File: config.mk
export PLATFORM = sky130hd
export DESIGN_NAME = mem_bus_arbiter
export DESIGN_NICKNAME = d
export VERILOG_FILES = /design/src/rtl/mem_arb_pkg.sv /design/src/rtl/mem_arb_starve_ctr.sv /design/src/rtl/mem_bus_arbiter.sv
export SDC_FILE = /design/constraint.sdc
export NUM_CORES = 1
export LEC_CHECK = 0
export CAP_MARGIN = 20
export CORE_AREA = 2 2 242 244
export DETAILED_ROUTE_END_ITERATION = 10
export DIE_AREA = 0 0 244 246
export PLACE_DENSITY = 0.3
export SYNTH_ARGS = -nofsm -noshare
export SYNTH_HDL_FRONTEND = slang
export SYNTH_SLANG_ARGS = --single-unit
File: constraint.sdc
create_clock -name g_clk -period 2.7 [get_ports g_clk]
set_clock_uncertainty 0.15 [all_clocks]
set_input_delay 0.27 -clock g_clk [delete_from_list [all_inputs] [get_ports g_clk]]
set_output_delay 0.27 -clock g_clk [all_outputs]
set_load 0.01 [all_outputs]
File: src/rtl/mem_arb_pkg.sv
// mem_arb_pkg: shared select encoding and default bus widths for the imem/dmem bus arbiter
package mem_arb_pkg;
  localparam int MEM_ADDR_W_DEF = 64;
  localparam int MEM_STRB_W_DEF = 8;
  localparam int MEM_DATA_W_DEF = 64;
  localparam int MAX_STARVE_DEF = 4;
  typedef enum logic {
    SEL_IMEM = 1'b0,
    SEL_DMEM = 1'b1
  } mem_sel_e;
endpackage

File: src/rtl/mem_arb_starve_ctr.sv
// mem_arb_starve_ctr: saturating count of dmem grants taken while imem waits
// Ports: g_clk/g_resetn clock and async active-low reset; inc counts one
// starved grant; clr restarts the count; at_max flags the count at MAX_STARVE.
module mem_arb_starve_ctr
  import mem_arb_pkg::*;
#(
  parameter int MAX_STARVE = MAX_STARVE_DEF
) (
  input  logic g_clk,
  input  logic g_resetn,
  input  logic inc,
  input  logic clr,
  output logic at_max
);
  localparam int W = $clog2(MAX_STARVE + 1);
  logic [W-1:0] cnt;
  assign at_max = cnt == W'(MAX_STARVE);
  always_ff @(posedge g_clk or negedge g_resetn)
    if (!g_resetn) cnt <= '0;
    else cnt <= clr ? '0 : (inc && !at_max) ? cnt + W'(1) : cnt;
endmodule

File: src/rtl/mem_bus_arbiter.sv
// mem_bus_arbiter: shares one req/gnt memory bus between imem and dmem requesters
// Ports: g_clk/g_resetn clock and async active-low reset; imem_*/dmem_* are the
// two requester ports (req/addr/wen/strb/wdata in, gnt/err/rdata out); bus_* is
// the shared bus (req and muxed fields out, gnt/err/rdata in).
// dmem has fixed priority, except imem wins once dmem has been granted
// MAX_STARVE times in a row while imem waited. A stalled request keeps its owner.
module mem_bus_arbiter
  import mem_arb_pkg::*;
#(
  parameter int MEM_ADDR_W = MEM_ADDR_W_DEF,
  parameter int MEM_STRB_W = MEM_STRB_W_DEF,
  parameter int MEM_DATA_W = MEM_DATA_W_DEF,
  parameter int MAX_STARVE = MAX_STARVE_DEF
) (
  input  logic                  g_clk,
  input  logic                  g_resetn,
  input  logic                  imem_req,
  input  logic [MEM_ADDR_W-1:0] imem_addr,
  input  logic                  imem_wen,
  input  logic [MEM_STRB_W-1:0] imem_strb,
  input  logic [MEM_DATA_W-1:0] imem_wdata,
  output logic                  imem_gnt,
  output logic                  imem_err,
  output logic [MEM_DATA_W-1:0] imem_rdata,
  input  logic                  dmem_req,
  input  logic [MEM_ADDR_W-1:0] dmem_addr,
  input  logic                  dmem_wen,
  input  logic [MEM_STRB_W-1:0] dmem_strb,
  input  logic [MEM_DATA_W-1:0] dmem_wdata,
  output logic                  dmem_gnt,
  output logic                  dmem_err,
  output logic [MEM_DATA_W-1:0] dmem_rdata,
  output logic                  bus_req,
  output logic [MEM_ADDR_W-1:0] bus_addr,
  output logic                  bus_wen,
  output logic [MEM_STRB_W-1:0] bus_strb,
  output logic [MEM_DATA_W-1:0] bus_wdata,
  input  logic                  bus_gnt,
  input  logic                  bus_err,
  input  logic [MEM_DATA_W-1:0] bus_rdata
);
  logic sel, lock, lock_sel, rsp_valid, rsp_sel, at_max, is_i;
  // In reset the mux parks on dmem and every handshake output is held low.
  always_comb begin
    sel = !g_resetn ? SEL_DMEM :
          lock ? lock_sel :
          (imem_req && (!dmem_req || at_max)) ? SEL_IMEM : SEL_DMEM;
    is_i = sel == SEL_IMEM;
    bus_req = g_resetn && (is_i ? imem_req : dmem_req);
    bus_addr = is_i ? imem_addr : dmem_addr;
    bus_wen = is_i ? imem_wen : dmem_wen;
    bus_strb = is_i ? imem_strb : dmem_strb;
    bus_wdata = is_i ? imem_wdata : dmem_wdata;
    imem_gnt = bus_gnt && bus_req && is_i;
    dmem_gnt = bus_gnt && bus_req && !is_i;
    imem_err = g_resetn && bus_err && rsp_valid && rsp_sel == SEL_IMEM;
    dmem_err = g_resetn && bus_err && rsp_valid && rsp_sel == SEL_DMEM;
  end
  assign imem_rdata = bus_rdata;
  assign dmem_rdata = bus_rdata;
  // lock_sel may track sel every cycle: it is only consulted while lock holds,
  // and lock is only raised in a cycle whose sel is the owner being stalled.
  // A locked requester dropping req drops bus_req too, which releases the lock.
  always_ff @(posedge g_clk or negedge g_resetn)
    if (!g_resetn) begin
      lock      <= 1'b0;
      lock_sel  <= SEL_IMEM;
      rsp_valid <= 1'b0;
      rsp_sel   <= SEL_IMEM;
    end else begin
      lock      <= bus_req && !bus_gnt;
      lock_sel  <= sel;
      rsp_valid <= bus_req && bus_gnt;
      rsp_sel   <= sel;
    end
  mem_arb_starve_ctr #(.MAX_STARVE(MAX_STARVE)) u_starve (
    .g_clk    (g_clk),
    .g_resetn (g_resetn),
    .inc      (dmem_gnt && imem_req),
    .clr      (imem_gnt || !imem_req),
    .at_max   (at_max)
  );
endmodule

Word-level counts from Yosys, hierarchy flattened
Index checks and enable logic that the tools add are counted.
{"block": "word_totals", "reg_bits": 6}
{"block": "classes", "reduce_logical": 19, "muxes": 10, "n_bitwise": 2, "n_addsub": 1, "n_eq_ne": 1}
{"op": "two-way mux 64 bit", "count": 2}
{"op": "logical AND 1 bit", "count": 12}
{"op": "two-way mux 8 bit", "count": 1}
{"op": "two-way mux 3 bit", "count": 2}
{"op": "two-way mux 1 bit", "count": 5}
{"op": "zero test 1 bit", "count": 4}
{"op": "adder 3 x 1 -> 3 bit, second input constant", "count": 1}
{"op": "equality test 3 bit, second input constant", "count": 1}
{"op": "logical OR 1 bit", "count": 2}
{"op": "NOT 1 bit", "count": 2}
{"op": "nonzero test 2 bit", "count": 1}

Depth between registers and ports, before layout
Gate-level depths: netlist of run 1.
{"block": "logic_depth", "word_depth": 14, "mapped_depth": 8, "ltp_nobuf": 6}

By module
From an unflattened synthesis of run 1, not the netlist that was laid out.
{"block": "unflattened", "cells_unflattened": 644, "hier_area_um2": 4102.7}
{"mod": "mem_bus_arbiter", "instances": 1, "cells_each": 626, "area_per_inst_um2": 3905.0, "seq_area_each_um2": 75.1}
{"mod": "mem_arb_starve_ctr", "instances": 1, "cells_each": 18, "area_per_inst_um2": 197.7, "seq_area_each_um2": 75.1}

Least setup slack after synthesis of run 1
No wires, ideal clock.
{"block": "synth_path", "kind": "reg2out", "startpoint": "register u_starve.cnt[0]", "endpoint": "output port bus_addr[15]", "required_time_ns": 2.280, "setup_slack_ns": 0.361, "path_stages_with_launch": 9, "arrival_ns": 1.919, "path_cell_list": "dfrtp_1 > inv_1 > ha_1 > a21bo_1 > and3b_1 > o21ai_4 > buf_12 > buf_8 > mux2_1"}
{"block": "synth_between", "elab_chain_cells": 7}
{"element": "from (decl)", "line": "mem_arb_starve_ctr.sv:16", "rtl": "logic [W-1:0] cnt;"}
{"element": "from (signal assigned)", "line": "mem_arb_starve_ctr.sv:20", "rtl": "else cnt <= clr ? '0 : (inc && !at_max) ? cnt + W'(1) : cnt;"}
{"element": "equality test 3 bit", "line": "mem_arb_starve_ctr.sv:17", "rtl": "assign at_max = cnt == W'(MAX_STARVE);"}
{"element": "logical OR 1 bit", "line": "mem_bus_arbiter.sv:47", "rtl": "(imem_req && (!dmem_req || at_max)) ? SEL_IMEM : SEL_DMEM;"}
{"element": "logical AND 1 bit", "line": "mem_bus_arbiter.sv:47"}
{"element": "two-way mux 1 bit", "line": "mem_bus_arbiter.sv:47"}
{"element": "two-way mux 1 bit", "line": "mem_bus_arbiter.sv:46", "rtl": "lock ? lock_sel :"}
{"element": "two-way mux 1 bit", "line": "mem_bus_arbiter.sv:45", "rtl": "sel = !g_resetn ? SEL_DMEM :"}
{"element": "two-way mux 64 bit", "line": "mem_bus_arbiter.sv:50", "rtl": "bus_addr = is_i ? imem_addr : dmem_addr;"}
{"element": "to (decl)", "line": "mem_bus_arbiter.sv:34", "rtl": "output logic [MEM_ADDR_W-1:0] bus_addr,"}
Every way passes these cells.

Worst setup path after layout of run 1
{"block": "layout_path", "startpoint": "register u_starve.cnt[1]", "endpoint": "output port bus_addr[20]"}
Same word-level chain as after synthesis.

==> results by stage, run 1 <==
Yosys:
- Ranked by total cell area, the synthesized netlist is headed by sky130_fd_sc_hd__mux2_1, sky130_fd_sc_hd__buf_4, sky130_fd_sc_hd__mux2_2.
- The commonest cells after synthesis are sky130_fd_sc_hd__buf_4, sky130_fd_sc_hd__mux2_1, sky130_fd_sc_hd__mux2_2.
- For this run, the number of Yosys warnings is 0.
- The share of the synthesized area in the top cell type is 40.1%.
- The net count after synthesis is around 670.
- The share of the Yosys chip area taken by registers is between 4 and 5%.
- The biggest area consumer among synthesized cells is sky130_fd_sc_hd__mux2_1.
- The cell area that synthesis handed to floorplanning was 3090 µm².
- Counting every instance in the synthesized netlist gives 321.
- By instance count, the leading cell after synthesis is sky130_fd_sc_hd__buf_4.
- The number of storage elements in the synthesis netlist is 6.
- The async set-reset flop share out of synthesis is 100%.
- The most used flip-flop cell after synthesis is sky130_fd_sc_hd__dfrtp_1.
- In this run, synthesis inferred 0 flip-flops with an integrated enable.
- Averaged over all synthesized cells, the footprint is ~9.6 µm².
- The number of unique standard cell types used by synthesis is 28.

CTS:
- Clock tree synthesis found a total of 6 sinks.
- The clock passes through at most 2 buffers.
- CTS built an H-tree with a depth of 1.
- For the worst-skew pair, the clock arrives at the later sink with an insertion delay of around 0.23 ns.
- The clock-pin slew on the worst setup and hold paths is 0.04 ns.
- TritonCTS built the clock tree.
- The TritonCTS buffer count is 3.
- CTS placed an instance of sky130_fd_sc_hd__clkbuf_16 at the clock tree root.

Global route:
- The via count of the first global-routing pass is approximately 4.2k.
- The maximum number of pins on one net before global-route repair is 11.
- The aggregate global-route resource usage is roughly 6.0%.
- The number of antenna violations at the first check in global routing is 0.
- The total overflow left after global routing is 0.
- The first-pass GRT wire length is between 20000 and 30000 µm.

Setup path:
- STA classifies the critical path endpoint as a primary output.
- The slowest library cell on the worst path is sky130_fd_sc_hd__dfrtp_1.
- In this design, the stage delay of the slowest critical-path cell is 0.34 ns.
- The type of element launching the critical path is a flip-flop.
- Counting stages on the worst path, the most repeated cell is sky130_fd_sc_hd__buf_12.
- STA puts the critical path data arrival time at roughly 2.4 ns.
- The highest fanout seen on the critical path is 6.
- The data required time at the worst endpoint is about 2.3 ns.
- The critical path is of the flip-flop to primary output type.
- Walking the worst path, the cells encountered are inv_2 -> ha_4 -> a21bo_1 -> and3b_2 -> o21ai_4 -> buf_12 -> buf_16 -> buf_12 -> buf_12 -> buf_4 -> mux2_4 -> buf_6.

Flow run:
- The number of max-cap violations is 0.

Cells and area:
- The finished cells cover 9050 µm².
- From synthesis to final layout, the design area changed by 193%.
- The register cell area after layout is 150 µm².
- The fraction of layout cells with a size suffix above 1 is between 50% and 60%.
- The multi-input combinational cells in the finished layout cover a total of between 2000 and 2500 µm².
- 0 antenna diodes ended up in the layout.
- The final-stage net count is 1051.
- The number of inserted filler cells in the final layout is roughly 6.4k.

Floorplanning:
- The site row count is approximately 90.
- For this configuration, the core starts out at a cell density of 5.38%.
- The placeable core region is about 57000 µm².
- For this design the top-level I/O count stands at 614.
- Measured along the y axis, the die boundary spans 246 µm.
- The die outline area is around 60000 µm².
- The floorplan step set the die width to 244 µm.

Routing:
- The routed wirelength normalized by instance count is between 10 and 15 µm.
- The DRC violations left is 0.
- Using the TritonRoute via totals, the vias-per-cell ratio works out to about 2.6.
- The first detailed-routing pass ran for 4 iterations.
- The number of violations reported at the end of detailed-routing iteration 0 is 64.
- The final wirelength is roughly 20000 µm.
- The total via count after detailed routing is a little under 4k.
- In this run the remaining antenna-violating nets after routing total 0.

Placed design:
- Input and output buffers added on the ports amount to 421.
- The placed wire-length estimate is approximately 16000 µm.
- Summing all placed instances gives a cell area of between 7000 and 8000 µm².
- Routability-driven placement finished with a final weighted congestion of between 0.7 and 0.8.

Run status:
- The final reports fail on negative setup slack.
- The run finished, with violations left.

Timing:
- The total of endpoints with negative setup slack in the final report is 97.
- In this run the tightest slew margin relative to its limit is between 60% and 70%.
- The share of the clock period used by the worst path is 106%.
- The final-report max-slew violation count was 0.
- The number of hold violations in the final report was 0.
- The smallest clock period supported by the final layout is computed as between 2 and 3 ns.
- The accumulated negative setup slack is -5.22 ns.
- The transition time of the tightest slew-check pin is around 0.45 ns.
- Across all setup checks in the final design, the least slack found is -0.150 ns.
- Setup repair after global routing could not meet its margin everywhere.
- For this run, the top clock speed supported by timing is between 0.3 and 0.4 GHz.

Power:
- The total power per unit cell area is between 150 and 200 nW/µm².
- Summed over all cells, the static leakage comes to between 4 and 5 nW.
- The maximum VDD drop is 146 µV.

Hold path:
- The worst hold-check path type is input port to async pin.
[cell families (layout without fill, tap and decap cells)]
kind of cell | count (synthesis) | count (layout) | synth area share [%]
buffers and inverters | 147 | 529 | 38.3
muxes | 138 | 138 | 50.3
and+or+nand+nor | 19 | 19 | 3.04
AOI/OAI and AO/OA | 8 | 8 | 2.39
DFF | 6 | 6 | 4.86
adders and majority gates | 2 | 2 | 0.810
xor gates and xnor gates | 1 | 1 | 0.284
[per-stage QoR]
stage          hold WS, ns  cells  utilization (%)  power, mW  setup slack (ns)
3_5_place_dp         0.390   1404             13.1       1.18            -0.473
2_1_floorplan       -0.176    321                -      0.590             0.361
5_1_grt              0.366   1468             15.8       1.81            -0.237
4_1_cts              0.368   1471             15.0       1.64            -0.251
6_report             0.348   1468             15.8       1.72            -0.150
3_3_place_gp         0.390   1404             13.1       1.20            -0.456
[cells in the final DEF, fill, tap and decap left out, drive strengths merged]
master,n
clkdlybuf4s50,281
buf,234
mux2,137
nor2,7
dfrtp,6
clkbuf,5
dlygate4sd2,4
inv,4
nand2,3
nor2b,2
nand3,2
ha,2
a21bo,1
and3b,1
o21ai,1
nand2b,1
a21boi,1
o221ai,1
and2,1
nor3,1
o2111ai,1
a211oi,1
xnor2,1
nand3b,1
a31oi,1
a311oi,1
mux2i,1
dlymetal6s2s,1
[what timing repair did]
| item | 4_1_cts | 5_1_grt |
|---|---|---|
| pin swaps | 1 | 4 |
| setup buffers | 59 | 14 |
| gates cloned | 7 | 1 |
| setup endpoints to repair | 139 | 137 |
| resized for setup | 762 | 150 |
| hold buffers | 0 | 0 |
[final timing paths]
path                                              from                           to  slack (ns)  cells after the start
hold / removal                                g_resetn  u_starve.cnt[1]$_DFFE_PN0P_        0.35                      2
max in group asynchronous                     g_resetn               lock$_DFF_PN0_        1.91                      2
setup reg to reg           u_starve.cnt[1]$_DFFE_PN0P_  u_starve.cnt[2]$_DFFE_PN0P_        0.79                      9
min in group g_clk                            dmem_req               lock$_DFF_PN0_        0.39                      4
hold reg to reg            u_starve.cnt[1]$_DFFE_PN0P_  u_starve.cnt[1]$_DFFE_PN0P_        0.49                      3
setup / recovery           u_starve.cnt[1]$_DFFE_PN0P_                 bus_addr[20]       -0.15                     12
[critical path, delay by kind of cell, from the launching register on]
| kind | cells | cell delay [ns] |
|---|---|---|
| fa+ha+maj | 1 | 0.15 |
| simple gates | 1 | 0.22 |
| mux | 1 | 0.30 |
| buf+inv | 7 | 0.82 |
| compound gates | 2 | 0.33 |
| flops | 1 | 0.34 |
[routing by layer]
metal,wire [µm],part of all wire (%),vias to the layer above,track usage [%]
met1,7660,37,1697,6.47
met5,36,0.17,-,0.490
met4,100,0.49,2,0.538
met3,2900,14,8,3.64
met2,9880,48,390,10.4
li1,-,-,1748,-
[report_power, final]
| part | internal, mW | leakage, nW | switching [mW] |
|---|---|---|---|
| Sequential | 0.0937 | 0.0775 | 0.00260 |
| Clock | 0.190 | 0.0370 | 0.0500 |
| Combinational | 0.972 | 3.94 | 0.408 |
| Total | 1.26 | 4.06 | 0.461 |
[final cells by class]
| cell class | instances | area share (%) |
|---|---|---|
| repair buffers | 522 | 62.0 |
| multi-input cells | 168 | 24.7 |
| well taps | 765 | 10.6 |
| flip-flops and latches | 6 | 1.66 |
| clock buffers | 3 | 0.830 |
| inverters | 4 | 0.166 |
[state kept, by name, summed over array words and instances (netlist names)]
| register | cells |
|---|---|
| lock | 1 |
| lock_sel | 1 |
| rsp_valid | 1 |
| u_starve.cnt | 3 |
(Power assumes the default switching activity.)
==> run 2: changes to the inputs <==
--- a/config.mk
+++ b/config.mk
@@ -9,7 +9,7 @@
 export CORE_AREA = 2 2 242 244
 export DETAILED_ROUTE_END_ITERATION = 10
 export DIE_AREA = 0 0 244 246
-export PLACE_DENSITY = 0.3
+export PLACE_DENSITY_LB_ADDON = 0.3
 export SYNTH_ARGS = -nofsm -noshare
 export SYNTH_HDL_FRONTEND = slang
 export SYNTH_SLANG_ARGS = --single-unit
==> results by stage, run 2 (synthesis results as in run 1) <==
Global route:
- The number of antenna violations at the first check in global routing came to 2.
- The maximum number of pins on one net before global-route repair is 11.
- The aggregate global-route resource usage is around 6.2%.
- The global-route congestion overflow total is 0.
- The first global-routing pass estimated around 28000 µm of wire.
- The via count of the first global-routing pass came to about 4.5k.

Setup path:
- The critical path starts at u_starve.cnt[0]$_DFFE_PN0P_.
- The capture instance of the worst register-to-register path is lock_sel$_DFF_PN0_.
- The worst-case register-to-register setup slack is a little over 0.8 ns.
- The source of the worst register-to-register timing path is u_starve.cnt[0]$_DFFE_PN0P_.
- STA classifies the critical path endpoint as a primary output.
- The path depth of the worst reg2reg path is 9.
- STA classifies the critical path startpoint as a flip-flop.
- Data on the critical path arrives at its endpoint at 2.51 ns.
- The data required time at the worst endpoint is around 2.3 ns.
- The highest fanout seen on the critical path is 5.
- By startpoint and endpoint, the worst setup path is classified as flip-flop to primary output.

Routing:
- The number of violations reported at the end of detailed-routing iteration 0 is 54.
- The total via count after detailed routing is approximately 4k.
- After detailed routing, the number of remaining DRC violations is 0.
- The count of nets left with antenna violations once routing finished came out at 0.
- The mean number of vias per cell is 2.72.
- Dividing the detail-routed wire length by the instance count gives between 10 and 15 µm.
- The first-pass detailed-route iteration total is 4.
- For this block, the routed nets add up to around 21000 µm of wire.

Timing:
- Derived from the worst setup path, the maximum achievable clock frequency is around 0.34 GHz.
- Setup violations remaining at the end of the flow were counted as 130.
- The shortest period the worst path allows is around 2.9 ns.
- The number of hold violations in the final report came to 0.
- In the post-route analysis, the smallest setup slack over all paths is -0.226 ns.
- The share of the clock period used by the worst path is 108%.
- The final-report max-slew violation count is 0.
- The normalized max-slew margin is 70.8%.
- Setup repair after global routing could not meet its margin everywhere.
- At the pin with the least slew margin, the transition time is about 0.44 ns.
- The accumulated negative setup slack is -12.96 ns.

CTS:
- The TritonCTS buffer count is 3.
- In this run the deepest clock path goes through 2 buffers.
- The cell at the root of the clock tree is sky130_fd_sc_hd__clkbuf_16.
- The sink count of the clock tree is 6.
- Clock latency on the worst-skew pair, taken at its later pin, is roughly 0.23 ns.
- For this design, the CTS-stage hold fixing added 0 buffers.
- The clock-pin slew on the worst setup and hold paths is ~0.030 ns.
- TritonCTS built the clock tree.
- In this run the number of H-tree levels came out at 1.

Power:
- Combinational logic is responsible for between 80 and 90% of the overall power.
- The clock network is responsible for about 14% of the overall power.
- In this run switching power makes up a little over a quarter of total power.
- The switching power of the nets is roughly 0.47 mW.
- Power spread over the standard cell area amounts to roughly 190 nW/µm².
- The leakage power is just over 4 nW.
- Of the total power, registers draw under 10%.
- After layout, the design draws a total of approximately 1.7 mW.
- Cell internal power was estimated by the tool at approximately 1.3 mW.
- The maximum VDD drop is around 140 µV.

Cells and area:
- The fraction of layout cells with a size suffix above 1 is about 53%.
- Leaving out fill and tap cells, the most frequent cells in the layout are sky130_fd_sc_hd__clkdlybuf4s50_1, sky130_fd_sc_hd__buf_6, sky130_fd_sc_hd__mux2_4, sky130_fd_sc_hd__buf_8, sky130_fd_sc_hd__buf_4.
- The area growth from synthesis to layout is 195%.
- The final-stage net count is roughly 1.1k.
- The number of inserted filler cells in the final layout is between 6k and 7k.
- The final non-filler cell area is a little over 9000 µm².
- The register with the most flip-flops in the final layout is u_starve.cnt.
- The most common library cell in the layout ignoring fill and taps is sky130_fd_sc_hd__clkdlybuf4s50_1.
- The register with the most flip-flops in the layout has 3 of them.
- Cells fill 15.9% of the core in the end.

Placed design:
- Summing all placed instances gives a cell area of ~7400 µm².
- During placement, the flow inserted port buffers numbering 421.
- At the end of routability-driven placement, the weighted congestion stood at just over 0.7.
- Detailed placement ended at an HPWL of about 16000 µm.
- Prior to clock tree synthesis, the placed netlist has a worst setup slack of -0.432 ns.

Hold path:
- The worst hold-check path type is input port to async pin.

Floorplanning:
- The initialized floorplan defines 88 standard-cell rows.
- The die is around 250 µm tall.
- The placeable core region is between 50000 and 60000 µm².
- The floorplan step set the die width to between 200 and 250 µm.
- The starting utilization of the core area is approximately 5.4%.
- The die outline area is between 60000 and 70000 µm².
- The count of boundary I/O pins is roughly 600.

Flow run:
- Max-cap violations in this run came to 0.

Run status:
- The flow ran to the end, but the final reports show violations.
- The final reports fail on negative setup slack.
[run 2: stage by stage]
stage          hold slack [ns]  cells
2_1_floorplan           -0.176    321
3_3_place_gp             0.390   1403
3_5_place_dp             0.390   1403
4_1_cts                  0.327   1453
5_1_grt                  0.331   1472
6_report                 0.321   1472
[run 2: timing repair]
action,in CTS,in global routing
buffers inserted,45,41
endpoints found under the setup margin,138,138
pin swaps,3,4
gates resized for setup,640,298
gates cloned,5,0
[run 2: power by group through the flow]
stage,combinational (mW),sequential [mW],clock [mW]
5_1_grt,1.48,0.0957,0.245
2_1_floorplan,0.493,0.0972,0
4_1_cts,1.19,0.0955,0.239
3_5_place_dp,1.08,0.0966,0
6_report,1.41,0.0955,0.236
3_3_place_gp,1.08,0.0964,0
[run 2: cell type report]
class                      count  area, µm²  area share [%]
clock buffer                   3       75.1           0.825
antenna                        2       5.00          0.0550
timing repair buffer         524       5650            62.1
sequential                     6        150            1.65
inverter                       4       15.0           0.165
tap                          765        957            10.5
multi-input combinational    168       2240            24.6
[run 2: worst max-delay path, stage by stage (launching register included)]
cell and delay, ns:
sky130_fd_sc_hd__dfrtp_1 0.33, sky130_fd_sc_hd__inv_1 0.05, sky130_fd_sc_hd__ha_2 0.18, sky130_fd_sc_hd__a21bo_1 0.19, sky130_fd_sc_hd__and3b_2 0.23, sky130_fd_sc_hd__o21ai_4 0.19, sky130_fd_sc_hd__buf_8 0.15, sky130_fd_sc_hd__buf_12 0.14
sky130_fd_sc_hd__buf_12 0.11, sky130_fd_sc_hd__buf_8 0.11, sky130_fd_sc_hd__buf_6 0.10, sky130_fd_sc_hd__buf_6 0.08, sky130_fd_sc_hd__mux2_4 0.29, sky130_fd_sc_hd__buf_6 0.12
[run 2: how the worst max path moves through the flow]
stage | endpoint | cells past startpoint
floorplan | bus_addr[15] | 8
global placement | bus_addr[34] | 8
detailed placement | bus_addr[18] | 8
CTS | bus_wdata[17] | 15
global route | bus_addr[19] | 13
finish | bus_addr[19] | 13
[run 2: metal layers]
metal / share of wire [%] / vias to the layer above / GRT usage (%) / wire (µm)
met5: 0.24 / - / 0.654 / 52
met4: 2.6 / 2 / 1.79 / 556
met3: 14 / 24 / 3.45 / 3100
met2: 48 / 469 / 10.8 / 10200
met1: 35 / 1758 / 6.21 / 7450
li1: - / 1755 / - / -
